`config.mk`:
```
export PLATFORM = sky130hd
export DESIGN_NAME = multi_button_debouncer
export DESIGN_NICKNAME = d
export VERILOG_FILES = /design/src/rtl/multi_button_debouncer.sv
export SDC_FILE = /design/constraint.sdc
export NUM_CORES = 1
export LEC_CHECK = 0
export BUFFER_PORTS_ARGS = -buffer_cell sky130_fd_sc_hd__buf_2
export CAP_MARGIN = 20
export CORE_MARGIN = 1.5
export CORE_UTILIZATION = 53
export CTS_BUF_LIST = sky130_fd_sc_hd__clkbuf_4 sky130_fd_sc_hd__clkbuf_8 sky130_fd_sc_hd__clkbuf_16
export DETAILED_ROUTE_END_ITERATION = 7
export GPL_TIMING_DRIVEN = 0
export PLACE_DENSITY = 0.81
export SETUP_SLACK_MARGIN = 0.4
export SLEW_MARGIN = 40
export SYNTH_ARGS = -nofsm -noshare
export SYNTH_HDL_FRONTEND = slang
export SYNTH_SLANG_ARGS = --single-unit
```
`constraint.sdc`:
```
create_clock -name clk -period 3.6 [get_ports clk]
set_input_delay 0.72 -clock clk [delete_from_list [all_inputs] [get_ports clk]]
set_output_delay 0.72 -clock clk [all_outputs]
set_load 0.01 [all_outputs]
```
`src/rtl/multi_button_debouncer.sv`:
```
// Synchronises and debounces NUM_BUTTONS raw inputs, then applies a single-press
// lockout that emits press/release pulses and counts accepted presses.
module multi_button_debouncer #(
    parameter int NUM_BUTTONS     = 2,
    parameter int DEBOUNCE_CYCLES = 16,
    parameter int CNT_W           = 5,
    parameter int ID_W            = 1,
    parameter int PCNT_W          = 8
) (
    input  logic                   clk,
    input  logic                   rst_n,
    input  logic [NUM_BUTTONS-1:0] btn_raw,
    output logic [NUM_BUTTONS-1:0] btn_clean,
    output logic [NUM_BUTTONS-1:0] press_pulse,
    output logic [NUM_BUTTONS-1:0] release_pulse,
    output logic                   locked,
    output logic [ID_W-1:0]        active_id,
    output logic [PCNT_W-1:0]      press_count
);

    typedef enum logic {IDLE, LOCKED} state_t;

    logic [NUM_BUTTONS-1:0] sync1_q, sync2_q;
    logic [NUM_BUTTONS-1:0] clean_q, clean_d;
    logic [NUM_BUTTONS-1:0] rise_q, fall_q;
    logic [CNT_W-1:0]       cnt_q [NUM_BUTTONS];
    logic [CNT_W-1:0]       cnt_d [NUM_BUTTONS];

    state_t                 state_q;
    logic [NUM_BUTTONS-1:0] press_pulse_q, release_pulse_q;
    logic                   locked_q;
    logic [ID_W-1:0]        active_id_q;
    logic [PCNT_W-1:0]      press_count_q;

    logic                   any_rise;
    logic [ID_W-1:0]        sel_idx;
    logic                   active_fall;

    // Any return to the stable level restarts the count, so only an
    // uninterrupted run of DEBOUNCE_CYCLES differing samples flips the level.
    always_comb begin
        clean_d = clean_q;
        for (int i = 0; i < NUM_BUTTONS; i++) begin
            cnt_d[i] = cnt_q[i];
            if (sync2_q[i] == clean_q[i]) begin
                cnt_d[i] = '0;
            end else if (cnt_q[i] == CNT_W'(DEBOUNCE_CYCLES - 1)) begin
                clean_d[i] = sync2_q[i];
                cnt_d[i]   = '0;
            end else begin
                cnt_d[i] = cnt_q[i] + CNT_W'(1);
            end
        end
    end

    always_ff @(posedge clk or negedge rst_n) begin
        if (!rst_n) begin
            sync1_q <= '0;
            sync2_q <= '0;
            clean_q <= '0;
            rise_q  <= '0;
            fall_q  <= '0;
            for (int i = 0; i < NUM_BUTTONS; i++) cnt_q[i] <= '0;
        end else begin
            sync1_q <= btn_raw;
            sync2_q <= sync1_q;
            clean_q <= clean_d;
            rise_q  <= clean_d & ~clean_q;
            fall_q  <= ~clean_d & clean_q;
            for (int i = 0; i < NUM_BUTTONS; i++) cnt_q[i] <= cnt_d[i];
        end
    end

    // Descending scan leaves the lowest rising index as the winner.
    always_comb begin
        any_rise    = |rise_q;
        sel_idx     = '0;
        active_fall = 1'b0;
        for (int i = NUM_BUTTONS - 1; i >= 0; i--) begin
            if (rise_q[i]) sel_idx = ID_W'(i);
        end
        for (int i = 0; i < NUM_BUTTONS; i++) begin
            if (fall_q[i] && (active_id_q == ID_W'(i))) active_fall = 1'b1;
        end
    end

    always_ff @(posedge clk or negedge rst_n) begin
        if (!rst_n) begin
            state_q         <= IDLE;
            press_pulse_q   <= '0;
            release_pulse_q <= '0;
            locked_q        <= 1'b0;
            active_id_q     <= '0;
            press_count_q   <= '0;
        end else begin
            press_pulse_q   <= '0;
            release_pulse_q <= '0;
            case (state_q)
                IDLE: begin
                    if (any_rise) begin
                        press_pulse_q <= NUM_BUTTONS'(1) << sel_idx;
                        active_id_q   <= sel_idx;
                        locked_q      <= 1'b1;
                        press_count_q <= press_count_q + PCNT_W'(1);
                        state_q       <= LOCKED;
                    end
                end
                LOCKED: begin
                    if (active_fall) begin
                        release_pulse_q <= NUM_BUTTONS'(1) << active_id_q;
                        locked_q        <= 1'b0;
                        state_q         <= IDLE;
                    end
                end
                default: state_q <= IDLE;
            endcase
        end
    end

    assign btn_clean     = clean_q;
    assign press_pulse   = press_pulse_q;
    assign release_pulse = release_pulse_q;
    assign locked        = locked_q;
    assign active_id     = active_id_q;
    assign press_count   = press_count_q;

endmodule

```
Word level (Yosys, flattened, before mapping)
Index checks and enable logic that the tools add are counted.
Operators by class
  add/sub/neg operators: 3
  equality and inequality tests: 6
  shifts and indexed selects: 2
  muxes and demuxes: 22
  bitwise operators: 6
  reduce and logical (&&, ||, !) cells: 5
Operators by type and width (count)
  5-bit 2-to-1 mux: 4
  1-bit 2-to-1 mux: 12
  5-bit by 1-bit adder with 5-bit output (second input constant): 2
  5-bit by 4-bit == test with 1-bit output (second input constant): 2
  8-bit by 1-bit adder with 8-bit output (second input constant): 1
  2-bit 2-to-1 mux: 4
  2-bit AND: 2
  2-bit inverter: 2
  1-bit one-hot mux with 2 select lines: 2
  2-bit AND reduction: 2
  1-bit by 1-bit << shifter with 2-bit output (first input constant): 2
  1-bit == test: 2
  1-bit logical AND: 2
  2-bit by 1-bit != test with 1-bit output (second input constant): 1
  2-bit != test (second input constant): 1
  1-bit inverter: 2
  2-bit OR reduction: 1
Word-level totals
  register bits after elaboration: 35
  input bits: 4
  output and inout bits: 16
  word-level logic and storage cells: 57

Logic depth before layout (Yosys ltp)
  depth after elaboration: 6
  mapped depth: 4
  depth with buffers taken out: 4

Worst setup path after synthesis
Ideal clock, no wire load.
  path type: reg-to-reg
  start: register cnt_q[5] in the netlist's numbering
  end: register clean_q[0] (netlist: btn_clean[0])
  setup time: 0.128 ns
  arrival: 1.045 ns
  slack: 2.427 ns
  stages on the path, launching flop included: 4
  cells stage by stage: dfrtp_1 ha_1 nand4b_2 mux2_1
Between the ends
  cells in the longest elaborated chain, start to end: 3
Ends and longest elaborated chain
  start, declared: RTL line 26  | logic [CNT_W-1:0] cnt_q [NUM_BUTTONS];
  5-bit by 4-bit == test with 1-bit output: RTL line 47  | end else if (cnt_q[i] == CNT_W'(DEBOUNCE_CYCLES - 1)) begin
  1-bit 2-to-1 mux: RTL line 47
  1-bit 2-to-1 mux: RTL line 45  | if (sync2_q[i] == clean_q[i]) begin
  named net clean_d[0]: RTL line 24  | logic [NUM_BUTTONS-1:0] clean_q, clean_d;
  end signal, assigned: RTL line 67  | clean_q <= clean_d;
  end, declared: RTL line 24
The timed path passes the listed nets, and every way through them passes these cells.
A chain may end at the register's enable or synchronous reset.

Worst setup path in the final report
  start: register press_count_q[2] (netlist: press_count[2])
  end: output port press_count[2]
RTL lines
  start, declared: RTL line 33  | logic [PCNT_W-1:0] press_count_q;
  start signal, assigned: RTL line 104  | press_count_q <= press_count_q + PCNT_W'(1);
  end, declared: RTL line 18  | output logic [PCNT_W-1:0] press_count
No word-level cell between the ends.

==> metrics.md <==
| Metric | Value |
|---|---|
| CP arrival | `0.97 ns` |
| Top cells by count, synth | `dfrtp_1, nand2_1, nor2_1, xor2_1, nor3b_1` |
| Post-synthesis sequential area ratio | `64.6%` |
| Mapped Avg Cell Area | `13.3 µm²` |
| Inserted Clock Buffers | `5` |
| Clk root buf | `clkbuf_4` |
| Tcrit/Tclk final | `46.8%` |
| Max rail drop VDD | `0.377 mV` |
| First-pass GRT wire length | `3310 µm` |
| Worst slack, placed | `2.27 ns` |
| H-tree Lvls | `2` |
| Nets@finish | `135` |
| IO Pins | `20` |
| P_leak | `0.873 nW` |
| DIE WIDTH | `53.6 µm` |
| Hold crit path type | `primary input to async pin` |
| Worst R2R End | `btn_clean[0]` |
| Placed cell count | `151` |
| Core Region | `2450 µm²` |
| Most common cell in the synthesized netlist | `dfrtp_1` |
| Clock sink total | `35` |
| Number of synthesized flops with an enable pin | `0` |
| Startpoint types | `register` |
| CTS tree | `built` |
| Final antenna-violating net count | `0` |
| Max incr delay on CP | `0.46 ns` |
| Post-CTS Hold Buffers | `0` |
| CP Max Fanout | `5` |
| Fmax | `593 MHz` |
| Netlist cell types | `23` |
| Worst-Skew Late Latency | `0.34 ns` |
| Clock skew | `0.0129 ns` |
| FP Rows | `18` |
| Worst slew margin | `72.5%` |
| Die area | `2870 µm²` |
| Setup Total Neg Slack | `0 ns` |
| Via Count | `820` |
| Critical Path, Cell by Cell | `buf_2` |
| Final Hold Violating Endpoints | `0` |
| Tot Pwr | `0.637 mW` |
| Ys flop type | `dfrtp_1` |
| Worst R2R Start | `cnt_q[5]` |
| Overflow after GRT | `0` |
| Post-Layout Cell Count | `159` |
| Drt pass-1 iters | `4` |
| CP bufs+invs | `1` |
| Setup violations, final | `0` |
| Vias in the first global route | `758` |
| Slowest CP cell | `dfrtp_1` |
| Worst Path Required | `2.88 ns` |
| Drt wl/cell | `12.4 µm` |
| Vias per cell | `5.16` |
| Largest net degree at the start of global routing | `36` |
| Worst Reg2Reg Path Length in Cells | `3` |
| Synth Instances | `102` |
| RSZ-0062 raised after global routing | `false` |
| WS Path Type | `register to output port` |
| Routability cong. | `0.670` |
| Max clock buf depth | `2` |
| Slew Limit Fails | `0` |
| Drt total wl | `1970 µm` |
| IO Port Bufs | `19` |
| ANT cells | `0` |
| CP endpoint kind | `output port` |
| Top cells by area, synth | `dfrtp_1, xor2_1, ha_1` |
| Pwr Density | `411 nW/µm²` |
| Post-Syn Area | `1360 µm²` |
| Initial DRC count | `4` |
| Status | `complete, no violations` |
| Share of the synthesized area in the top cell type | `64.6%` |
| CP Depth | `1` |
| Postcts setup bufs | `0` |
| Maximum capacitance violations | `0` |
| Worst Max-Slew Pin Slew | `0.413 ns` |
| CP Launch Point | `press_count[2]` |
| Post-synth ARST share | `100%` |
| Starting density of the core | `55.2%` |
| HPWL Detailed | `1400 µm` |
| Yosys Warn Count | `0` |
| End point of the critical path | `press_count[2]` |
| Post-synthesis register bit count | `35` |
| Reg2reg setup slack | `2.35 ns` |
| Initial antenna violation count | `0` |
| Clk slew on worst S/H paths | `0.12 ns` |
| Worst setup margin | `1.91 ns` |
| Syn Nets | `109` |
| Total GRT Usage | `17.2%` |
| Ratio of cells with drive above 1 in the final layout | `26.4%` |
| Residual DRC | `0` |
| Synth-to-layout area growth | `14.2%` |
| Crit-path leading delay family | `flip-flops` |
| Post-CTS resize count | `0` |
| Min Tclk post-route | `1.69 ns` |
| Die Span Y | `53.6 µm` |
| Core Util, Final | `63.0%` |
| Dominant cell type by area after synthesis | `dfrtp_1` |
[cell type report]
type                            instances  area, µm²
Sequential cell                        35        876
Clock buffer                            5       37.5
Tap cell                               30       37.5
Inverter                                1       3.75
Multi-Input combinational cell         66        475
Timing Repair Buffer                   19       97.6
Clock inverter                          3       20.0
Fill cell                             193        907
[registers in the layout (all words and copies together) (netlist names)]
name	count
cnt_q	10
state_q	1
fall_q	2
press_pulse	2
locked	1
btn_clean	2
sync2_q	2
press_count	8
active_id	1
rise_q	2
release_pulse	2
sync1_q	2
[logic make-up after synthesis]
group                    count (synthesis)  synth area share [%]
AO/OA/AOI/OAI                            5                  3.42
multiplexers                             2                  1.66
buffers and inverters                    1                 0.277
AND/OR/NAND/NOR                         43                  18.8
flip-flops                              35                  64.6
XOR/XNOR                                13                  8.40
adder cells (fa/ha/maj)                  3                  2.77
[per-stage QoR]
stage          hold WS [ns]  cell area (µm²)
3_3_place_gp          0.334             1490
3_5_place_dp          0.346             1490
6_report              0.298             1550
4_1_cts               0.371             1550
2_1_floorplan         0.331             1360
5_1_grt               0.312             1550
[cells in the final DEF, fill, tap and decap left out, drive strengths merged]
cell | Yosys | layout
nor2 | 9 | 9
nand3 | 3 | 3
or2 | 1 | 1
nor3 | 3 | 3
clkinv | 0 | 1
nand2 | 9 | 9
clkinvlp | 0 | 2
xnor2 | 4 | 4
and3 | 4 | 4
inv | 1 | 1
o21ba | 1 | 1
clkbuf | 0 | 5
nor3b | 5 | 5
nand4b | 2 | 2
a31oi | 2 | 2
and3b | 1 | 1
o21bai | 1 | 1
buf | 0 | 19
and2b | 1 | 1
and2 | 2 | 2
xor2 | 9 | 9
mux2 | 2 | 2
dfrtp | 35 | 35
ha | 3 | 3
a21oi | 1 | 1
nand4 | 3 | 3
[per-layer routing]
metal | track usage (%) | up-vias | part of all wire, %
met5 | 0 | - | 0
met4 | 7.69 | 0 | 2.2
met3 | 8.33 | 6 | 5.8
met2 | 25.3 | 21 | 46
met1 | 21.4 | 393 | 46
li1 | - | 400 | -
[how the worst min path moves through the flow]
stage                            end  slack [ns]
after floorplan           sync2_q[0]        0.33
after global placement    sync2_q[0]        0.33
after detailed placement  sync2_q[1]        0.35
after CTS                 sync2_q[1]        0.37
after global routing        cnt_q[0]        0.31
final                       cnt_q[7]        0.30
[where the power goes]
part | switching (mW) | internal (mW)
clock network | 0.135 | 0.0745
registers | 0.00646 | 0.401
logic | 0.0128 | 0.00754
total | 0.154 | 0.483
Power figures use the tool's default switching activity.
